## src/rtl/shake_serial_tx.sv

```systemverilog
// shake_serial_tx: byte stream to SHAKE256 2-bit serial interface with FIFO and done tracking
module shake_serial_tx #(
  parameter int FIFO_DEPTH = 8,
  parameter int START_GAP  = 2,
  parameter int BYTE_GAP   = 1,
  parameter int END_GAP    = 1
) (
  input  logic        clk,
  input  logic        reset,
  input  logic        in_valid,
  output logic        in_ready,
  input  logic [7:0]  in_data,
  input  logic        in_keep,
  input  logic        in_last,
  input  logic        core_done,
  output logic        start,
  output logic        enable,
  output logic [1:0]  serial_in,
  output logic        serial_end_signal,
  output logic        busy,
  output logic        msg_done,
  output logic [10:0] byte_count
);
  localparam int AW = $clog2(FIFO_DEPTH);
  typedef enum logic [3:0] {IDLE, START, SWAIT, FETCH, SHIFT, BGAP, EGAP, END, WAIT_DONE} state_t;
  state_t state, state_n;
  logic [9:0] mem [FIFO_DEPTH];
  logic [AW:0] wp, rp;
  logic [9:0] head;
  logic empty, full, push, pop, last_q;
  logic [15:0] cnt;
  logic [7:0] shreg, sh_n;
  assign head = mem[rp[AW-1:0]];
  assign empty = wp == rp;
  assign full = (wp[AW] != rp[AW]) && (wp[AW-1:0] == rp[AW-1:0]);
  assign in_ready = !full;
  assign push = in_valid && !full;
  assign pop = state == FETCH && !empty;
  always_ff @(posedge clk)
    if (push) mem[wp[AW-1:0]] <= {in_keep, in_last, in_data};
  always_comb begin
    state_n = state;
    sh_n = shreg;
    case (state)
      IDLE:      state_n = empty ? IDLE : START;
      START:     state_n = SWAIT;
      SWAIT:     state_n = cnt == 16'(START_GAP - 1) ? FETCH : SWAIT;
      FETCH:
        if (!empty) begin
          state_n = head[9] ? SHIFT : EGAP;
          sh_n = head[7:0];
        end
      SHIFT: begin
        sh_n = {shreg[5:0], 2'b00};
        if (cnt == 16'd3) state_n = BYTE_GAP > 0 ? BGAP : (last_q ? EGAP : FETCH);
      end
      BGAP:      state_n = cnt == 16'(BYTE_GAP - 1) ? (last_q ? EGAP : FETCH) : BGAP;
      EGAP:      state_n = cnt == 16'(END_GAP - 1) ? END : EGAP;
      END:       state_n = WAIT_DONE;
      WAIT_DONE: state_n = core_done ? IDLE : WAIT_DONE;
      default:   state_n = IDLE;
    endcase
  end
  // Outputs are registered from the next state so they line up with the state they describe.
  always_ff @(posedge clk or posedge reset)
    if (reset) begin
      state <= IDLE;
      cnt <= '0;
      shreg <= '0;
      last_q <= 1'b0;
      wp <= '0;
      rp <= '0;
      byte_count <= '0;
      start <= 1'b0;
      enable <= 1'b0;
      serial_in <= 2'b00;
      serial_end_signal <= 1'b0;
      busy <= 1'b0;
      msg_done <= 1'b0;
    end else begin
      state <= state_n;
      cnt <= state_n != state ? 16'd0 : cnt + 16'd1;
      shreg <= sh_n;
      if (push) wp <= wp + 1'b1;
      if (pop) begin
        rp <= rp + 1'b1;
        last_q <= head[8] | ~head[9];
      end
      if (state == IDLE && !empty) byte_count <= '0;
      else if (state == SHIFT && cnt == 16'd3 && byte_count != 11'h7ff) byte_count <= byte_count + 11'd1;
      start <= state_n == START;
      enable <= state_n == SHIFT;
      serial_in <= state_n == SHIFT ? sh_n[7:6] : 2'b00;
      serial_end_signal <= state_n == END;
      busy <= state_n != IDLE;
      msg_done <= state == WAIT_DONE && core_done;
    end
endmodule

```

## config.mk

```make
export PLATFORM = sky130hd
export DESIGN_NAME = shake_serial_tx
export DESIGN_NICKNAME = d
export VERILOG_FILES = /design/src/rtl/shake_serial_tx.sv
export SDC_FILE = /design/constraint.sdc
export NUM_CORES = 1
export LEC_CHECK = 0
export CAP_MARGIN = 5
export CORE_MARGIN = 10
export CORE_UTILIZATION = 55
export CTS_BUF_LIST = sky130_fd_sc_hd__clkbuf_8
export CTS_CLUSTER_DIAMETER = 30
export CTS_CLUSTER_SIZE = 20
export DETAILED_ROUTE_END_ITERATION = 7
export GPL_TIMING_DRIVEN = 0
export PLACE_DENSITY = 0.77
export SETUP_SLACK_MARGIN = 0.05
export SKIP_LAST_GASP = 1
export SLEW_MARGIN = 20
export SYNTH_ARGS = -nofsm -noshare
export SYNTH_HDL_FRONTEND = slang
export SYNTH_SLANG_ARGS = --single-unit
```

## constraint.sdc

```tcl
create_clock -name clk -period 2.8 [get_ports clk]
set_clock_uncertainty 0.15 [all_clocks]
set_input_delay 0.56 -clock clk [delete_from_list [all_inputs] [get_ports clk]]
set_output_delay 0.56 -clock clk [all_outputs]
set_load 0.01 [all_outputs]
```

Yosys cells after proc, flatten, opt, wreduce, memory -nomap -nowiden
Memories as Yosys holds them, arrays and structs flattened. Cells that the tools add are included.

Flip-flop bits (word level): 55. RAM bits: 80. Output and inout bits: 19. Input port bits: 14. Word-level logic and storage cells: 73. Memories: 1.

Add/subtract/negate cells: 4. Bitwise gates (word level): 2. Multiplexer cells: 18. Equal/unequal tests: 19. Reduce and logical (&&, ||, !) cells: 15.

Memories: mem (depth 8, bits a word 10, rd ports 1, clocked after Yosys merged registers in 0, wr ports 1, RTL line 27) `logic [9:0] mem [FIFO_DEPTH];`.

Operators with widths (count): $pmux W4 S9 (1); $eq A4 B3 Y1 const B (6); $mux W11 (2); $add A16 B1 Y16 const B (1); $eq A16 B1 Y1 const B (1); $eq A16 B2 Y1 const B (1); $logic_not A16 Y1 (1); $mux W16 (1); $pmux W8 S2 (1); $mux W4 (3); $add A11 B1 Y11 const B (1); $ne A11 B11 Y1 const B (1); $add A4 B1 Y4 const B (2); $eq A4 B1 Y1 const B (2); $eq A4 B2 Y1 const B (2); $mux W8 (1); $logic_and A1 B1 Y1 (7); $mux W3 (2); $mux W1 (5); $eq A4 B4 Y1 (1); $eq A4 B4 Y1 const B (1); $logic_not A4 Y1 (1); $mux W2 (2); $ne A4 B4 Y1 (1); other kinds (9) (11).

Logic depth before layout (Yosys ltp)
Gate-level depths: netlist of the first run.

Depth in word-level cells: 6. Gate-level depth with buffers: 8. Gate-level depth less buffers: 8.

Least setup slack after synthesis of the first run
No wires, ideal clock.

Path kind: reg2reg. Start: register wp[1]. End: memory mem[4][0], enable pin. Arrival time: 2.253 ns. Clock period less this slack: 2.810 ns. Setup slack: -0.010 ns. Path buffers: 1. Stages on the path, launching flop included: 6. Library setup time: 0.407 ns. Cell sequence: dfrtp_1 clkbuf_1 xnor2_2 nand4_1 nand2_1 nor4b_1.

Cells in the longest elaborated chain, start to end: 6.

Ends and longest elaborated chain: start: declaration (RTL line 28) `logic [AW:0] wp, rp;`; start signal: assignment (RTL line 84) `if (push) wp <= wp + 1'b1;`; $eq A3 B3 Y1 (RTL line 35) `assign full = (wp[AW] != rp[AW]) && (wp[AW-1:0] == rp[AW-1:0]);`; $logic_and A1 B1 Y1 (RTL line 35); $logic_not A1 Y1; net in_ready (RTL line 11) `output logic in_ready,`; $logic_and A1 B1 Y1 (RTL line 37) `assign push = in_valid && !full;`; $mux W1 (RTL line 40) `if (push) mem[wp[AW-1:0]] <= {in_keep, in_last, in_data};`; $mux W1 (not written as such) (RTL line 40); end: declaration (RTL line 27).

The timed path passes the listed nets, and every way through them passes these cells.

Worst setup path in the final report of the first run
Start: register cnt[0]. End: register busy.

Cells in the longest elaborated chain, start to end: 4. Elaborated cells between the ends (all ways): 9.

Ends and longest elaborated chain: start: declaration (RTL line 31) `logic [15:0] cnt;`; start signal: assignment (RTL line 82) `cnt <= state_n != state ? 16'd0 : cnt + 16'd1;`; $eq A16 B2 Y1 (tied with other cells) (RTL line 55) `if (cnt == 16'd3) state_n = BYTE_GAP > 0 ? BGAP : (last_q ? EGAP : FETCH);`; $mux W4 (tied with other cells) (RTL line 55); $pmux W4 S9 * (RTL line 44) `case (state)`; net state_n[0] (RTL line 26) `state_t state, state_n;`; $reduce_bool A4 Y1 * (RTL line 95) `busy <= state_n != IDLE;`; end signal: assignment (RTL line 78) `busy <= 1'b0;`; end signal: assignment (RTL line 95); end: declaration (RTL line 20) `output logic busy,`.

The timed path passes the listed nets; every way through them passes the cells marked *. A chain may end at the register's enable or synchronous reset.

==> results of run 1 <==
logic make-up (layout without fill, tap and decap cells):
| group | count (synthesis) | after routing | share of synthesized area |
|---|---|---|---|
| compound gates | 34 | 34 | 0.03966 |
| xor+xnor | 27 | 27 | 0.04486 |
| flops | 135 | 135 | 0.6545 |
| buf+inv | 31 | 103 | 0.02232 |
| simple gates | 134 | 134 | 0.1259 |
| fa+ha+maj | 6 | 6 | 0.01300 |
| mux | 32 | 32 | 0.09970 |
worst max-delay path, stage by stage (launching register included):
cell and delay [ps]:
dfrtp_1 400, buf_4 160, ha_1 180, mux2_1 280, a32oi_1 260, nor2b_1 70, or4_1 450, buf_2 170
or4_4 470
power breakdown:
group          total, mW  internal (mW)  switching, mW
registers           2.66           2.50          0.167
logic               2.31           1.01           1.30
clock network       1.46          0.702          0.761
total               6.44           4.21           2.23
synthesized netlist by cell type, types with 2 or more instances:
library cell / n / area share
xnor2_2: 3 / 0.0085
nand2_1: 22 / 0.014
dfrtp_1: 55 / 0.24
nor2b_1: 2 / 0.0022
nand3_1: 17 / 0.015
nor2_1: 39 / 0.025
a221o_1: 6 / 0.010
nor4_2: 3 / 0.0065
nor3_1: 5 / 0.0043
mux4_2: 20 / 0.078
edfxtp_1: 80 / 0.42
buf_2: 7 / 0.0061
clkbuf_1: 7 / 0.0046
nand2b_1: 2 / 0.0022
a2111oi_1: 2 / 0.0035
buf_1: 4 / 0.0026
and3_1: 5 / 0.0054
o21ai_0: 10 / 0.0087
or3_1: 7 / 0.0076
nand3b_1: 3 / 0.0039
nor3b_1: 2 / 0.0026
xor2_1: 11 / 0.017
nor4_1: 2 / 0.0022
a31oi_1: 2 / 0.0022
nor4b_1: 4 / 0.0061
inv_1: 12 / 0.0078
mux2_2: 3 / 0.0059
and4_1: 5 / 0.0076
and2_1: 2 / 0.0022
mux2i_1: 8 / 0.014
xnor2_1: 13 / 0.020
nand4_1: 7 / 0.0076
a22oi_1: 2 / 0.0026
ha_1: 6 / 0.013
a21oi_1: 8 / 0.0069
or4_1: 2 / 0.0026
state kept, by name, indices dropped and copies added (netlist names):
| name | count |
|---|---|
| serial_in | 2 |
| byte_count | 11 |
| shreg | 8 |
| serial_end_signal | 1 |
| last_q | 1 |
| cnt | 16 |
| mem | 80 |
| wp | 4 |
| state | 4 |
| msg_done | 1 |
| rp | 4 |
| busy | 1 |
| enable | 1 |
| start | 1 |
worst paths after layout:
check                                      start                        end  cells past startpoint  slack (ps)
worst max-delay path            cnt[0]$_DFF_PP0_             busy$_DFF_PP0_                      8          80
worst min-delay path            cnt[0]$_DFF_PP0_           cnt[0]$_DFF_PP0_                      1         320
worst max register to register  cnt[0]$_DFF_PP0_             busy$_DFF_PP0_                      8          80
worst min register to register  cnt[0]$_DFF_PP0_           cnt[0]$_DFF_PP0_                      1         320
max in group asynchronous                  reset          cnt[14]$_DFF_PP0_                      3        1590
min in group asynchronous                  reset  byte_count[7]$_DFFE_PP0P_                      2         350
layout make-up:
| class | count | area (um2) | area share |
|---|---|---|---|
| inverter | 12 | 45.04 | 0.006620 |
| tap | 136 | 170.2 | 0.02501 |
| multi-input combinational | 233 | 1951 | 0.2867 |
| timing repair buffer | 41 | 405.4 | 0.05958 |
| clock inverter | 15 | 128.9 | 0.01894 |
| clock buffer | 17 | 234.0 | 0.03439 |
| sequential | 135 | 3780 | 0.5555 |
| buffer | 18 | 90.09 | 0.01324 |
per-stage QoR:
step	total power, mW	utilization	std cells
final	6.436	0.6620	607
after floorplan	4.256	-	399
after detailed placement	4.934	0.6215	574
after global placement	4.780	0.6107	567
after CTS	6.399	0.6578	606
after global routing	6.817	0.6620	607
what timing repair did:
action                                  in CTS  in global routing
resized for setup                            4                 13
hold buffers                                 0                  0
hold endpoints to repair                     0                  0
setup buffers                                0                  2
endpoints found under the setup margin      39                 10
pin swaps                                    0                  4
per-layer routing:
layer  track usage  vias up
met5             0        -
met4       0.05155        0
met3       0.04040        9
met2        0.2534       84
met1        0.1977     1754
li1              -     1619
==> results summary, run 1 <==
The number of nets in the final layout is 478. In the finished design, the share of the clock period the worst path needs comes to 0.9706. The shortest period the worst path allows is 2718 ps. The number of hold violations in the final report came out at 0. The number of filler instances in the final layout came out at 766.

The site row count is 37. The run finished with clean final reports. For the pin with the worst max-slew slack, the measured transition is 923.8 ps. In the layout the commonest cells are edfxtp_1, dfrtp_1, nor2_1.

The min-delay analysis places its worst path in the category reg -> reg. The number of nets in the synthesized netlist is 419. The vertical die dimension came out at 122.5 um. The pin count of the biggest net entering global routing is 32. Dividing the detail-routed via count by the number of cells gives 5.710. The final antenna diode count is 0. STA classifies the critical path endpoint as a flip-flop. Counting flops and latches in the post-synthesis netlist gives 135. No sink is reached through more buffers than the 2 on the longest clock path.

The first global-routing pass estimated 18060 um of wire. The average wire per standard cell is 17.91 um. For this design, the sink count on the clock tree is 135. The number of global-route vias before repair is 3512.

The first detailed-routing pass ran for 4 iterations. The smallest setup slack after layout is 82.36 ps. The TritonCTS clock tree is done. The number of antenna violations at the first check in global routing came to 0. Across the VDD grid, the largest voltage drop is 562.2 uV. Counting every instance in the synthesized netlist gives 399. The area added between synthesis and finish is 17.86%.

The detail route stage leaves a number of antenna-violating nets equal to 0. The placed instance area is 0.006387 mm2. The critical-path maximum fanout came out at 6. After synthesis the cells add up to 0.005773 mm2.

The number of clock buffers added by TritonCTS is 17. The required time of the worst setup path is 2950 ps. The initial core utilization came out at 0.5617. The final cell area excluding filler cells came out at 0.006804 mm2. For this run, the leading register cell type out of synthesis is edfxtp_1.

The weighted congestion at the end of routability-driven global placement came out at 0.8576. The I/O pin count is 33. The number of synthesized flops with an enable pin came out at 80. The number of distinct standard cells referenced by the synthesized netlist is 47. The met2 wire length came out at 5539 um. Final hold analysis gives a worst-case slack of 317.6 ps. The aggregate global-route resource usage is 0.1549. A synthesized cell averages 14.47 um2. STA classifies the critical path startpoint as a flip-flop. The areal power density over the cells is 945.9 mW/mm2. For the worst setup path, the data arrival time is 2870 ps.

The detailed placement HPWL came out at 7660 um. The detailed router finished its first iteration with 257 violations. The async set-reset flop share out of synthesis came out at 0.4074. The portion of the post-synthesis area used by sequential elements came out at 0.6545. For this run, the number of Yosys warnings is 0. Summing over every cut layer, the via total after detailed routing is 3466. The headroom to the max-slew limit came out at 0.3816.

In this run the number of H-tree levels came out at 4. The worst setup path is of the reg -> reg kind. The most common library cell in the layout ignoring fill and taps is edfxtp_1. After clock tree synthesis, the clock-pin slew on the worst setup and hold paths is 80 ps. The highest layer touched by signal routing is met4. The die is 122.5 um wide. The later-pin clock latency in the skew report is 430 ps.

The die covers 0.01499 mm2. The port buffer count is 32. Summed over all nets, wire length on met3 after detailed routing comes to 504 um. Setup violations remaining at the end of the flow were counted as 0. The tree is rooted in a clkbuf_8. Across the run, the number of max-cap violations was 0. The total count of max-transition violations in the final report is 0. The routed wire length is 10870 um. The overflow left after global routing is 0. The top achievable clock speed is 368.0 MHz. Of the cells placed in the final design, the portion with a size suffix greater than 1 is 0.2038. For this run, design rule violations remaining after detail routing come to 0.

The post-placement setup slack came out at -147.3 ps. The placeable core area came out at 0.01028 mm2. The sum of negative setup slack came out at 0 ps.

The static leakage came out at 2.556 nW. The routed metal-1 wirelength came out at 4741 um. Setup repair after global routing could not meet its margin everywhere.
No activity file was read; power rests on OpenSTA's default activity.
==> run 2: changes to the inputs <==
- PLACE_DENSITY: 0.77 -> not set
- PLACE_DENSITY_LB_ADDON: not set -> 0.05
==> results summary, run 2 (synthesis gave the netlist of run 1 again) <==
Setup violations remaining at the end of the flow were counted as 0. Summing internal, switching and leakage power gives 6.754 mW. The post-route clock period utilization is 0.9555. Clock tree synthesis inserted a total of 17 buffers. The detailed placement HPWL came out at 7891 um. The kind of path behind the tightest hold check is reg -> reg. The vertical die dimension came out at 122.5 um. Across the run, the number of max-cap violations was 0. The worst path arrival time is 2830 ps. TritonCTS built the clock tree. The total count of max-transition violations in the final report is 0. On the critical path the largest part of the delay comes from simple AND/OR/NAND/NOR gates. The cell that appears most often on the critical path is or4_4. The shortest period the worst path allows came out at 2675 ps. The kind of start point of the critical path is a flip-flop.

The post-detailed-route DRC marker count came out at 0. Among all stages on the critical path, the largest delay is contributed by or4_4. The library cell used most frequently in the layout, excluding fill and tap cells, is edfxtp_1. The number of hold violations in the final report came to 0. The number of flip-flops under the largest register name came out at 80. Setup repair after global routing left no endpoint under its margin. The number of filler instances in the final layout is 754. The maximum buffer depth of the clock tree is 2. The fraction of layout instances using a drive strength above 1 came out at 0.2199. The clock sink total is 135.

The clock transition at the registers of the reported paths came out at 80 ps. The signal on the critical path passes through clkbuf_4 -> xnor2_2 -> nand4b_2 -> and3_4 -> or4_4 -> buf_6 -> or4_4. Adding up every negative setup slack in the final design gives 0 ps. The deepest level of the CTS H-tree came out at 4. Across every metal layer, demand over resource in global routing totals 0.1608. The number of antenna violations at the first check in global routing is 0. The final antenna diode count came out at 0. The average wire per standard cell is 18.68 um. The required time of the worst setup path is 2950 ps. The number of hold buffers added after CTS came out at 0. The site row count came out at 37.

The placeable core area is 0.01028 mm2. The slew at the pin with the worst max-slew slack came out at 747.0 ps. The post-placement setup slack came out at -303.8 ps. The floorplan die width is 122.5 um. The biggest cell delay along the critical path is 530 ps. The peak supply drop came out at 567.5 uV. The smallest setup slack after layout is 124.7 ps. The die area is 0.01499 mm2.

For this configuration, the core starts out at a cell density of 0.5617. Leaving out fill and tap cells, the most frequent cells in the layout are edfxtp_1, dfrtp_1, nor2_1. The critical-path maximum fanout came out at 9.

The worst pin sits at a relative slew slack of 0.5014. The top achievable clock speed came out at 373.8 MHz. The number of global-route vias before repair came to 3493. The overflow left after global routing came out at 0. Summed over all cells, the static leakage comes to 2.614 nW.

The weighted congestion at the end of routability-driven global placement came out at 0.7808. After the first detailed-routing iteration, the DRC count stood at 339. The number of buffer and inverter instances along the worst setup path came out at 2. The tree is rooted in a clkbuf_8.

The number of nets in the final layout is 481. The detail route stage leaves a number of antenna-violating nets equal to 0. Detailed routing inserted a total of 3432 vias.

The critical path is of the reg -> reg type. The pin count of the biggest net entering global routing is 56. The first detailed-routing pass ran for 4 iterations. The later-pin clock latency in the skew report came out at 440 ps. The areal power density over the cells is 975.1 mW/mm2. The flow ran to the end, and the final reports show no timing, DRC or antenna violations. The global-route wire length before repair is 18400 um. The kind of end point of the critical path is a flip-flop.

The per-cell via count in the routed design is 5.635. The final layout contains routed wiring with a total length of 11380 um. Port buffering added 32 buffers. The area growth from synthesis to layout is 19.98%.

For this design the top-level I/O count stands at 33.
==> run 2: changes by cell type in the layout (fill, tap and decap cells not counted), sizes merged <==
cell,before,now
buf,20,23
bufinv,1,3
clkinv,9,5
clkdlybuf4s18,0,1
clkinvlp,2,0
clkbuf,24,23
inv,15,18
==> run 2: stage by stage <==
| step | utilization | std cells | hold WS [ps] | instance area [um2] |
|---|---|---|---|---|
| final | 0.6740 | 609 | 337.6 | 6927 |
| after global routing | 0.6740 | 609 | 353.2 | 6927 |
| after CTS | 0.6646 | 608 | 340.7 | 6830 |
| after detailed placement | 0.6219 | 575 | 321.9 | 6391 |
| after global placement | 0.6107 | 567 | 311.1 | 6276 |
| after floorplan | - | 399 | 290.1 | 5786 |
==> run 2: what timing repair did <==
item | in CTS | in global routing
gates resized for setup | 8 | 19
buffers inserted | 2 | 2
pin swaps | 0 | 3
endpoints found under the setup margin | 11 | 10
==> run 2: worst reg2reg max path, stage by stage (launching register included) <==
cell,delay [ps]
dfrtp_1,390
clkbuf_4,210
xnor2_2,180
nand4b_2,230
and3_4,250
or4_4,530
buf_6,150
or4_4,460
==> run 2: worst paths after layout <==
check | from | endpoint | slack [ps] | depth (start not counted)
worst max-delay path | wp[0]$_DFFE_PP0P_ | busy$_DFF_PP0_ | 120 | 7
worst min-delay path | cnt[0]$_DFF_PP0_ | cnt[0]$_DFF_PP0_ | 340 | 1
worst max register to register | wp[0]$_DFFE_PP0P_ | busy$_DFF_PP0_ | 120 | 7
worst min register to register | cnt[0]$_DFF_PP0_ | cnt[0]$_DFF_PP0_ | 340 | 1
max in group asynchronous | reset | cnt[2]$_DFF_PP0_ | 1570 | 2
min in group asynchronous | reset | byte_count[5]$_DFFE_PP0P_ | 430 | 2
==> run 2: power breakdown <==
group	switching [mW]	internal (mW)	total [mW]
clock	0.762	0.886	1.65
combinational	1.35	1.09	2.44
sequential	0.177	2.49	2.67
==> run 2: routing by layer <==
layer,vias up,track usage,routed length [um]
li1,1627,-,-
met1,1714,0.2064,4987
met2,81,0.2537,5674
met3,10,0.04637,535
met4,0,0.06406,179
met5,-,0,0
==> run 2: layout make-up <==
| class | count | area [um2] | area share |
|---|---|---|---|
| repair buffers | 44 | 419.2 | 0.06051 |
| clock buffers | 17 | 234.0 | 0.03378 |
| inverters | 12 | 47.55 | 0.006864 |
| plain buffers | 18 | 101.3 | 0.01463 |
| well taps | 136 | 170.2 | 0.02457 |
| clock inverters | 14 | 172.7 | 0.02493 |
| multi-input cells | 233 | 2002 | 0.2890 |
| flip-flops and latches | 135 | 3780 | 0.5457 |
